### config.mk
export PLATFORM = sky130hd
export DESIGN_NAME = trigger_link_framer_flat
export DESIGN_NICKNAME = d
export VERILOG_FILES = /design/src/rtl/trigger_link_framer_if.sv /design/src/rtl/trigger_link_framer.sv /design/src/flat_wrapper.sv
export SDC_FILE = /design/constraint.sdc
export NUM_CORES = 1
export LEC_CHECK = 0
export BUFFER_PORTS_ARGS = -buffer_cell sky130_fd_sc_hd__buf_2
export CORE_ASPECT_RATIO = 0.9
export CORE_UTILIZATION = 46
export CTS_CLUSTER_DIAMETER = 60
export DETAILED_ROUTE_END_ITERATION = 8
export MAX_ROUTING_LAYER = met4
export PLACE_DENSITY = 0.69
export SLEW_MARGIN = 0
export SYNTH_ARGS = -nofsm -noshare
export SYNTH_HDL_FRONTEND = slang
export SYNTH_SLANG_ARGS = --single-unit
### constraint.sdc
create_clock -name clk_160 -period 2.65 [get_ports clk_160]
set_clock_uncertainty 0.15 [all_clocks]
set_input_delay 0.6625 -clock clk_160 [delete_from_list [all_inputs] [get_ports clk_160]]
set_output_delay 0.6625 -clock clk_160 [all_outputs]
set_load 0.1 [all_outputs]
### src/rtl/trigger_link_framer_if.sv
// Sampled BX inputs and per-link TX outputs of the trigger link framer.
// master drives the BX inputs, slave is the framer itself.
interface trigger_link_framer_if #(
    parameter int NUM_LINKS         = 4,
    parameter int CLUSTERS_PER_LINK = 4,
    parameter int CLUSTER_BITS      = 14,
    parameter int ERR_CNT_BITS      = 8
);
    localparam int NCL = NUM_LINKS * CLUSTERS_PER_LINK;

    logic                          bx_strobe_i;
    logic [NCL*CLUSTER_BITS-1:0]   clusters_i;
    logic                          overflow_i;
    logic                          ttc_bx0_i;
    logic [NUM_LINKS-1:0]          link_en_i;
    logic                          test_pat_i;
    logic [16*NUM_LINKS-1:0]       tx_data_o;
    logic [2*NUM_LINKS-1:0]        tx_isk_o;
    logic                          frame_start_o;
    logic [NCL-1:0]                valid_clusters_o;
    logic                          valid_or_o;
    logic                          misalign_o;
    logic [ERR_CNT_BITS-1:0]       sync_err_cnt_o;

    modport master (
        output bx_strobe_i, clusters_i, overflow_i, ttc_bx0_i,
        output link_en_i, test_pat_i,
        input  tx_data_o, tx_isk_o, frame_start_o, valid_clusters_o,
        input  valid_or_o, misalign_o, sync_err_cnt_o
    );

    modport slave (
        input  bx_strobe_i, clusters_i, overflow_i, ttc_bx0_i,
        input  link_en_i, test_pat_i,
        output tx_data_o, tx_isk_o, frame_start_o, valid_clusters_o,
        output valid_or_o, misalign_o, sync_err_cnt_o
    );
endinterface

### src/rtl/trigger_link_framer.sv
// Per-BX framer for the trigger TX links: K-char header plus packed clusters,
// bx-strobe alignment FSM, per-link enable, counter test pattern, sync-error counter.
module trigger_link_framer #(
    parameter int NUM_LINKS         = 4,
    parameter int CLUSTERS_PER_LINK = 4,
    parameter int CLUSTER_BITS      = 14,
    parameter int FRAME_LEN         = 4,
    parameter int ERR_CNT_BITS      = 8
) (
    input  logic                  clk_160,
    input  logic                  reset_n,
    trigger_link_framer_if.slave  link
);
    localparam int LINK_BITS = CLUSTERS_PER_LINK * CLUSTER_BITS;
    localparam int PAY_BITS  = 16 * FRAME_LEN - 8;
    localparam int NREP      = (PAY_BITS + 15) / 16;
    localparam int NCL       = NUM_LINKS * CLUSTERS_PER_LINK;
    localparam int PH_W      = (FRAME_LEN > 1) ? $clog2(FRAME_LEN) : 1;

    localparam logic [PH_W-1:0] LAST_PH   = PH_W'(FRAME_LEN - 1);
    localparam logic [15:0]     IDLE_WORD = 16'h50BC;

    typedef enum logic {IDLE, RUN} state_t;
    // Whole frame of one link: word k is bits [16k +: 16], K-char in word 0 LSBs.
    typedef logic [FRAME_LEN-1:0][15:0] frame_t;

    state_t                          state_q, state_d;
    logic [PH_W-1:0]                 phase_q, phase_d;
    logic                            start, mis, lost;

    frame_t [NUM_LINKS-1:0]          frame_q, frame_d, new_frame;
    logic [NUM_LINKS-1:0][PAY_BITS-1:0] new_pay;
    logic [NUM_LINKS-1:0]            act_q, act_d;
    logic [NUM_LINKS-1:0][15:0]      data_q, data_d;
    logic [NUM_LINKS-1:0][1:0]       isk_q, isk_d;
    logic                            fs_q, fs_d;
    logic                            mis_q, mis_d;
    logic [NCL-1:0]                  valid_q, valid_d;
    logic                            vor_q, vor_d;
    logic [ERR_CNT_BITS-1:0]         err_q, err_d;
    logic [15:0]                     cnt_q, cnt_d;
    logic [7:0]                      kchar;
    logic [16*NREP-1:0]              rep;

    // State, captured frame and registered outputs.
    always_ff @(posedge clk_160 or negedge reset_n) begin
        if (!reset_n) begin
            state_q <= IDLE;
            phase_q <= '0;
            frame_q <= '0;
            act_q   <= '0;
            data_q  <= {NUM_LINKS{IDLE_WORD}};
            isk_q   <= {NUM_LINKS{2'b01}};
            fs_q    <= 1'b0;
            mis_q   <= 1'b0;
            valid_q <= '0;
            vor_q   <= 1'b0;
            err_q   <= '0;
            cnt_q   <= '0;
        end else begin
            state_q <= state_d;
            phase_q <= phase_d;
            frame_q <= frame_d;
            act_q   <= act_d;
            data_q  <= data_d;
            isk_q   <= isk_d;
            fs_q    <= fs_d;
            mis_q   <= mis_d;
            valid_q <= valid_d;
            vor_q   <= vor_d;
            err_q   <= err_d;
            cnt_q   <= cnt_d;
        end
    end

    // Alignment FSM: phase_q is the phase of the word currently on the link.
    always_comb begin
        state_d = state_q;
        phase_d = phase_q;
        start   = 1'b0;
        mis     = 1'b0;
        lost    = 1'b0;
        if (link.bx_strobe_i) begin
            start   = 1'b1;
            mis     = (state_q == RUN) && (phase_q != LAST_PH);
            state_d = RUN;
            phase_d = '0;
        end else if (state_q == RUN) begin
            if (phase_q == LAST_PH) begin
                lost    = 1'b1;
                state_d = IDLE;
                phase_d = '0;
            end else begin
                phase_d = phase_q + 1'b1;
            end
        end
    end

    // Frame capture, counters and per-link TX word selection.
    always_comb begin
        unique case ({link.ttc_bx0_i, link.overflow_i})
            2'b11:   kchar = 8'hFC;
            2'b10:   kchar = 8'h7C;
            2'b01:   kchar = 8'h3C;
            default: kchar = 8'hBC;
        endcase
        rep = {NREP{cnt_q}};

        frame_d = frame_q;
        act_d   = act_q;
        data_d  = {NUM_LINKS{IDLE_WORD}};
        isk_d   = {NUM_LINKS{2'b01}};
        for (int l = 0; l < NUM_LINKS; l++) begin
            new_pay[l] = link.test_pat_i ? rep[PAY_BITS-1:0]
                       : PAY_BITS'(link.clusters_i[l*LINK_BITS +: LINK_BITS]);
            new_frame[l] = {new_pay[l], kchar};
            if (start) frame_d[l] = new_frame[l];
            // A re-enabled link waits for the next header before sending.
            act_d[l] = link.link_en_i[l] & (start | act_q[l]);
            if (state_d == RUN && act_d[l]) begin
                data_d[l] = start ? new_frame[l][0] : frame_q[l][phase_d];
                isk_d[l]  = (phase_d == '0) ? 2'b01 : 2'b00;
            end
        end

        valid_d = valid_q;
        for (int c = 0; c < NCL; c++) begin
            if (start)
                valid_d[c] = link.clusters_i[c*CLUSTER_BITS+9 +: 2] != 2'b11;
        end
        vor_d = |valid_d;

        fs_d  = start;
        mis_d = mis;
        cnt_d = start ? cnt_q + 16'd1 : cnt_q;
        err_d = err_q;
        if ((mis || lost) && err_q != '1) err_d = err_q + 1'b1;
    end

    assign link.tx_data_o        = data_q;
    assign link.tx_isk_o         = isk_q;
    assign link.frame_start_o    = fs_q;
    assign link.misalign_o       = mis_q;
    assign link.valid_clusters_o = valid_q;
    assign link.valid_or_o       = vor_q;
    assign link.sync_err_cnt_o   = err_q;
endmodule
### src/flat_wrapper.sv
// flat-port wrapper written by rule: the top's interface ports become plain ports
module trigger_link_framer_flat 
#(
    parameter int NUM_LINKS         = 4,
    parameter int CLUSTERS_PER_LINK = 4,
    parameter int CLUSTER_BITS      = 14,
    parameter int FRAME_LEN         = 4,
    parameter int ERR_CNT_BITS      = 8
)
  (clk_160, reset_n, link_bx_strobe_i, link_clusters_i, link_overflow_i, link_ttc_bx0_i, link_link_en_i, link_test_pat_i, link_tx_data_o, link_tx_isk_o, link_frame_start_o, link_valid_clusters_o, link_valid_or_o, link_misalign_o, link_sync_err_cnt_o);
  trigger_link_framer_if #(.NUM_LINKS(NUM_LINKS), .CLUSTERS_PER_LINK(CLUSTERS_PER_LINK), .CLUSTER_BITS(CLUSTER_BITS), .ERR_CNT_BITS(ERR_CNT_BITS)) link_i ();
  input  logic clk_160;
  input  logic reset_n;
  input wire logic [$bits(link_i.bx_strobe_i)-1:0] link_bx_strobe_i;
  input wire logic [$bits(link_i.clusters_i)-1:0] link_clusters_i;
  input wire logic [$bits(link_i.overflow_i)-1:0] link_overflow_i;
  input wire logic [$bits(link_i.ttc_bx0_i)-1:0] link_ttc_bx0_i;
  input wire logic [$bits(link_i.link_en_i)-1:0] link_link_en_i;
  input wire logic [$bits(link_i.test_pat_i)-1:0] link_test_pat_i;
  output wire logic [$bits(link_i.tx_data_o)-1:0] link_tx_data_o;
  output wire logic [$bits(link_i.tx_isk_o)-1:0] link_tx_isk_o;
  output wire logic [$bits(link_i.frame_start_o)-1:0] link_frame_start_o;
  output wire logic [$bits(link_i.valid_clusters_o)-1:0] link_valid_clusters_o;
  output wire logic [$bits(link_i.valid_or_o)-1:0] link_valid_or_o;
  output wire logic [$bits(link_i.misalign_o)-1:0] link_misalign_o;
  output wire logic [$bits(link_i.sync_err_cnt_o)-1:0] link_sync_err_cnt_o;
  assign link_i.bx_strobe_i = link_bx_strobe_i;
  assign link_i.clusters_i = link_clusters_i;
  assign link_i.overflow_i = link_overflow_i;
  assign link_i.ttc_bx0_i = link_ttc_bx0_i;
  assign link_i.link_en_i = link_link_en_i;
  assign link_i.test_pat_i = link_test_pat_i;
  assign link_tx_data_o = link_i.tx_data_o;
  assign link_tx_isk_o = link_i.tx_isk_o;
  assign link_frame_start_o = link_i.frame_start_o;
  assign link_valid_clusters_o = link_i.valid_clusters_o;
  assign link_valid_or_o = link_i.valid_or_o;
  assign link_misalign_o = link_i.misalign_o;
  assign link_sync_err_cnt_o = link_i.sync_err_cnt_o;
  trigger_link_framer #(.NUM_LINKS(NUM_LINKS), .CLUSTERS_PER_LINK(CLUSTERS_PER_LINK), .CLUSTER_BITS(CLUSTER_BITS), .FRAME_LEN(FRAME_LEN), .ERR_CNT_BITS(ERR_CNT_BITS)) u_core (.clk_160(clk_160), .reset_n(reset_n), .link(link_i));
endmodule
; ---- Word-level counts from Yosys, hierarchy flattened
; Cells that the tools add are included.
[op_classes]
eq_ne = 22
mux = 53
reduce_logical = 9
n_addsub = 3
bitwise = 8
order_cmp = 1
[ops]
columns = operator, n
row1 = $mux 56, 4
row2 = $mux 16, 12
row3 = $bmux 16 s2, 4
row4 = $ne 2x2->1 const B, 17
row5 = $mux 1, 25
row6 = $pmux 8 s3, 1
row7 = $add 16x1->16 const B, 1
row8 = $reduce_or 16->1, 1
row9 = $mux 2, 7
row10 = $add 8x1->8 const B, 1
row11 = $ne 8x8->1 const B, 1
row12 = $eq 2x2->1 const B, 3
row13 = $logic_and 1x1->1, 6
row14 = $and 1x1->1, 4
row15 = $or 1x1->1, 4
row16 = $lt 2x3->1 const B, 1
row17 = $add 2x1->2 const B, 1
row18 = $eq 2x1->1 const B, 1
row19 = $logic_not 2->1, 1
row20 = $logic_or 1x1->1, 1
[word_totals]
register_bits = 378
in_bits = 234

; ---- Logic depth before layout (Yosys ltp)
[depth]
ltp_word = 8
depth_mapped = 8
ltp_nobuf = 5

; ---- Least setup slack after synthesis
; OpenSTA, ideal clock, no wires.
[synth_path]
path_type = register to register
startpoint = reg u_core.err_q[0], in the netlist u_core.link.sync_err_cnt_o[0]
endpoint = reg u_core.err_q[7], in the netlist u_core.link.sync_err_cnt_o[7]
setup_ns = 0.162
period_less_slack_ns = 2.524
slack_ns = 0.126
t_arrival_ns = 2.212
stages_incl_launch_ff = 6
path_cell_list = dfrtp_1 ha_1 nand2_1 o311ai_1 nor4_1 xor2_1
[synth_via]
elab_chain_len = 2
[synth_rtl]
columns = element, line_no
row1 = "start, declared", trigger_link_framer.sv:40  ; logic [ERR_CNT_BITS-1:0] err_q, err_d;
row2 = "start signal, assigned", trigger_link_framer.sv:71  ; err_q <= err_d;
row3 = "parallel branches: the longest is 2 deep, another holds $add 8x1->8", n/a
; Parallel ways; which one is timed is not known.
; A chain may end at the register's enable or synchronous reset.

==> metrics.yaml <==
clock_network:
  cts-root-buf: "clkbuf_16"
  cts_setup_buffers: 0
  cts_resized: 0
  worstSkewPairLatency_ps: 530
  htree_num_levels: 2
  cts.sinks: 345
  clockBufferDepth: 3
  cts_buffers: 37
  cts_tree: "yes"
  cts_hold_buf: 1
  clkTransAtPathRegs_ps: 60
timing:
  hold_viol_final: 0
  finalSetupViolCount: 0
  worst_slew_pin_slew_ps: 962.2
  holdWs_ps: 229.3
  setup_tns_ps: 0
  timing.final.crit_share_pct: 91.70
  rsz0062_at_grt: "no"
  timing.fmax_ghz: 0.4115
  period_needed_ps: 2430
  slew_viol_final: 0
  slew_headroom_pct: 35.78
grt:
  track_usage_pct: 31.77
  antenna_found_initial: 16
  grt_pass1_vias: 13590
  grt_max_degree: 144
  grt_pass1_wl_mm: 80.51
  globalRouteOverflowTotal: 0
worst_setup_path:
  cpMaxStageDelayCell: "inv_1"
  path_class: "flop to flop"
  endpoint_kind: "flop"
  worstPathCellList: "ha_1, mux2_4, nand2_1, inv_1, buf_4, a211oi_2"
  worst-path-max-fanout: 19
  arrival_ps: 2680
  critPathRequiredTime_ps: 2900
  cpPeakStageDelay_ps: 690
  cp-start-kind: "flop"
placed_design:
  dp_hpwl_mm: 37.54
  placed_area_um2: 17950
  portBuffers: 328
  routabilityCongestion: 0.9351
route:
  routed_wl_mm: 53.86
  drc_errors: 0
  avgViaCountPerCell: 5.803
  vias: 14090
  dr.pass1.iters: 5
  detail-route-antenna-nets: 0
  wl_per_cell_um: 22.19
  dr.first_iter.drc_count: 1490
die:
  initial_core_util_pct: 46.99
  io_pins: 333
  num_rows: 63
  dieArea_um2: 34640
  core_um2: 33190
  dieWidth_um: 196.1
  die_y_um: 176.7
logic_synthesis:
  syn_area_um2: 15590
  synthCells: 1623
  yosys.area.top_type: "dfrtp_1"
  async_flop_share_pct: 100.0
  synth.distinct_cells: 54
  synth_most_common_cell: "a21oi_1"
  avgSynthCellArea_um2: 9.608
  synth_commonest_cells: "a21oi_1, dfrtp_1, nor2_1"
  ys_warn_count: 0
  synth_top_area_share_pct: 50.23
  ys_top_cells_by_area: "dfrtp_1, a21oi_1, nor2_1"
  ys.flop_type: "dfrtp_1"
  synth_edf_count: 0
  synth-seq-cells: 345
  ys_seq_area_share_pct: 55.62
finish:
  final_net_count: 2169
  area_growth_pct: 23.28
  final_area_um2: 19220
  fin_util_pct: 57.93
  drive_gt1_share_pct: 25.96
  fill_cells: 2931
job:
  maxCapViolCount: 0
status:
  status: "finished clean"
pwr:
  p_leak_nw: 8.725
  pwr_density_cell_nw_per_um2: 896.7
  ir_worst_vdd_mv: 0.4429
worst_hold_path:
  hold_path.class: "primary input to flop"
[worst paths after layout]
path	startpoint	to	slack, ps	depth (start not counted)
setup / recovery	u_core.phase_q[1]	u_core.link.tx_data_o[6]	220	6
hold reg to reg	u_core.frame_q[201]	u_core.frame_q[201]	320	1
setup reg to reg	u_core.phase_q[1]	u_core.link.tx_data_o[6]	220	6
hold / removal	link_clusters_i[122]	u_core.link.valid_clusters_o[8]	230	2
max in group asynchronous	reset_n	u_core.link.tx_data_o[2]	1010	3
min in group asynchronous	reset_n	u_core.frame_q[85]	580	2
[cell families (layout without fill, tap and decap cells)]
kind of cell / after synthesis / in the layout / share of synthesized area [%]
AO/OA/AOI/OAI: 621 / 621 / 22.84
other: 1 / 19 / 0.02405
AND/OR/NAND/NOR: 419 / 419 / 12.05
flip-flops: 345 / 345 / 55.62
adder cells (fa/ha/maj): 5 / 5 / 0.4012
XOR/XNOR: 23 / 23 / 1.292
buffers and inverters: 162 / 493 / 4.710
multiplexers: 47 / 47 / 3.057
[cells in the final DEF, fill, tap and decap left out, types with 5 or more instances in the layout]
master	instances
a211oi_1	57
a21boi_0	8
a21o_1	13
a21oi_1	416
a31oi_1	16
and2_1	16
and3_1	41
buf_12	15
buf_2	326
buf_4	59
clkbuf_1	8
clkbuf_16	39
clkbuf_8	13
dfrtp_1	313
dfstp_2	32
diode_2	15
ha_1	5
inv_1	23
mux2i_1	45
nand2_1	67
nand3_1	25
nand4_1	8
nor2_1	228
nor3_1	9
nor4_1	5
o211ai_1	16
o21a_1	30
o21ai_0	34
o221ai_1	5
o311ai_1	5
o31ai_1	9
xnor2_1	13
xor2_1	10
[cell type report]
class / instances / area (um^2) / share of cell area, %
Antenna cell: 15 / 37.54 / 0.1953
Clock buffer: 60 / 1185 / 6.164
Clock inverter: 6 / 37.54 / 0.1953
Inverter: 24 / 95.09 / 0.4947
Multi-Input combinational cell: 1119 / 6211 / 32.31
Sequential cell: 345 / 8673 / 45.12
Tap cell: 455 / 569.3 / 2.961
Timing Repair Buffer: 403 / 2415 / 12.56
[metrics by stage]
stage / total power [mW] / setup slack [ps] / instances
floorplan: 10.31 / 126.2 / 1626
global placement: 11.92 / 119.0 / 2345
detailed placement: 12.03 / 79.57 / 2345
CTS: 17.24 / 264.5 / 2412
global route: 17.89 / 172.1 / 2426
finish: 17.24 / 220.0 / 2427
[critical path: cells and delay by family, from the launching register on]
family | cells | cell delay [ps]
buffers and inverters | 2 | 1000
flip-flops | 1 | 420
adder cells (fa/ha/maj) | 1 | 330
multiplexers | 1 | 240
AND/OR/NAND/NOR | 1 | 90
AO/OA/AOI/OAI | 1 | 80
[registers in the layout, summed over array words and instances (netlist names)]
signal and cells:
u_core.frame_q 227, u_core.link.tx_data_o 64, u_core.cnt_q 16, u_core.link.valid_clusters_o 16, u_core.link.sync_err_cnt_o 8, u_core.act_q 4
u_core.link.tx_isk_o 4, u_core.phase_q 2, u_core.link.frame_start_o 1, u_core.link.misalign_o 1, u_core.link.valid_or_o 1, u_core.state_q 1
[metal layers]
metal	vias up	share of wire [%]	global-route usage, %	routed length [um]
li1	6368	-	-	-
met1	6901	43	44.19	22990
met3	105	8.7	5.793	4701
met5	-	0	-	0
met4	0	3.6	11.85	1923
met2	711	45	46.52	24240
[report_power, final]
group / switching (mW) / internal [mW] / total (mW)
registers: 0.529 / 6.06 / 6.59
logic: 3.88 / 1.57 / 5.45
clock network: 2.14 / 3.06 / 5.20
Power figures use the tool's default switching activity.
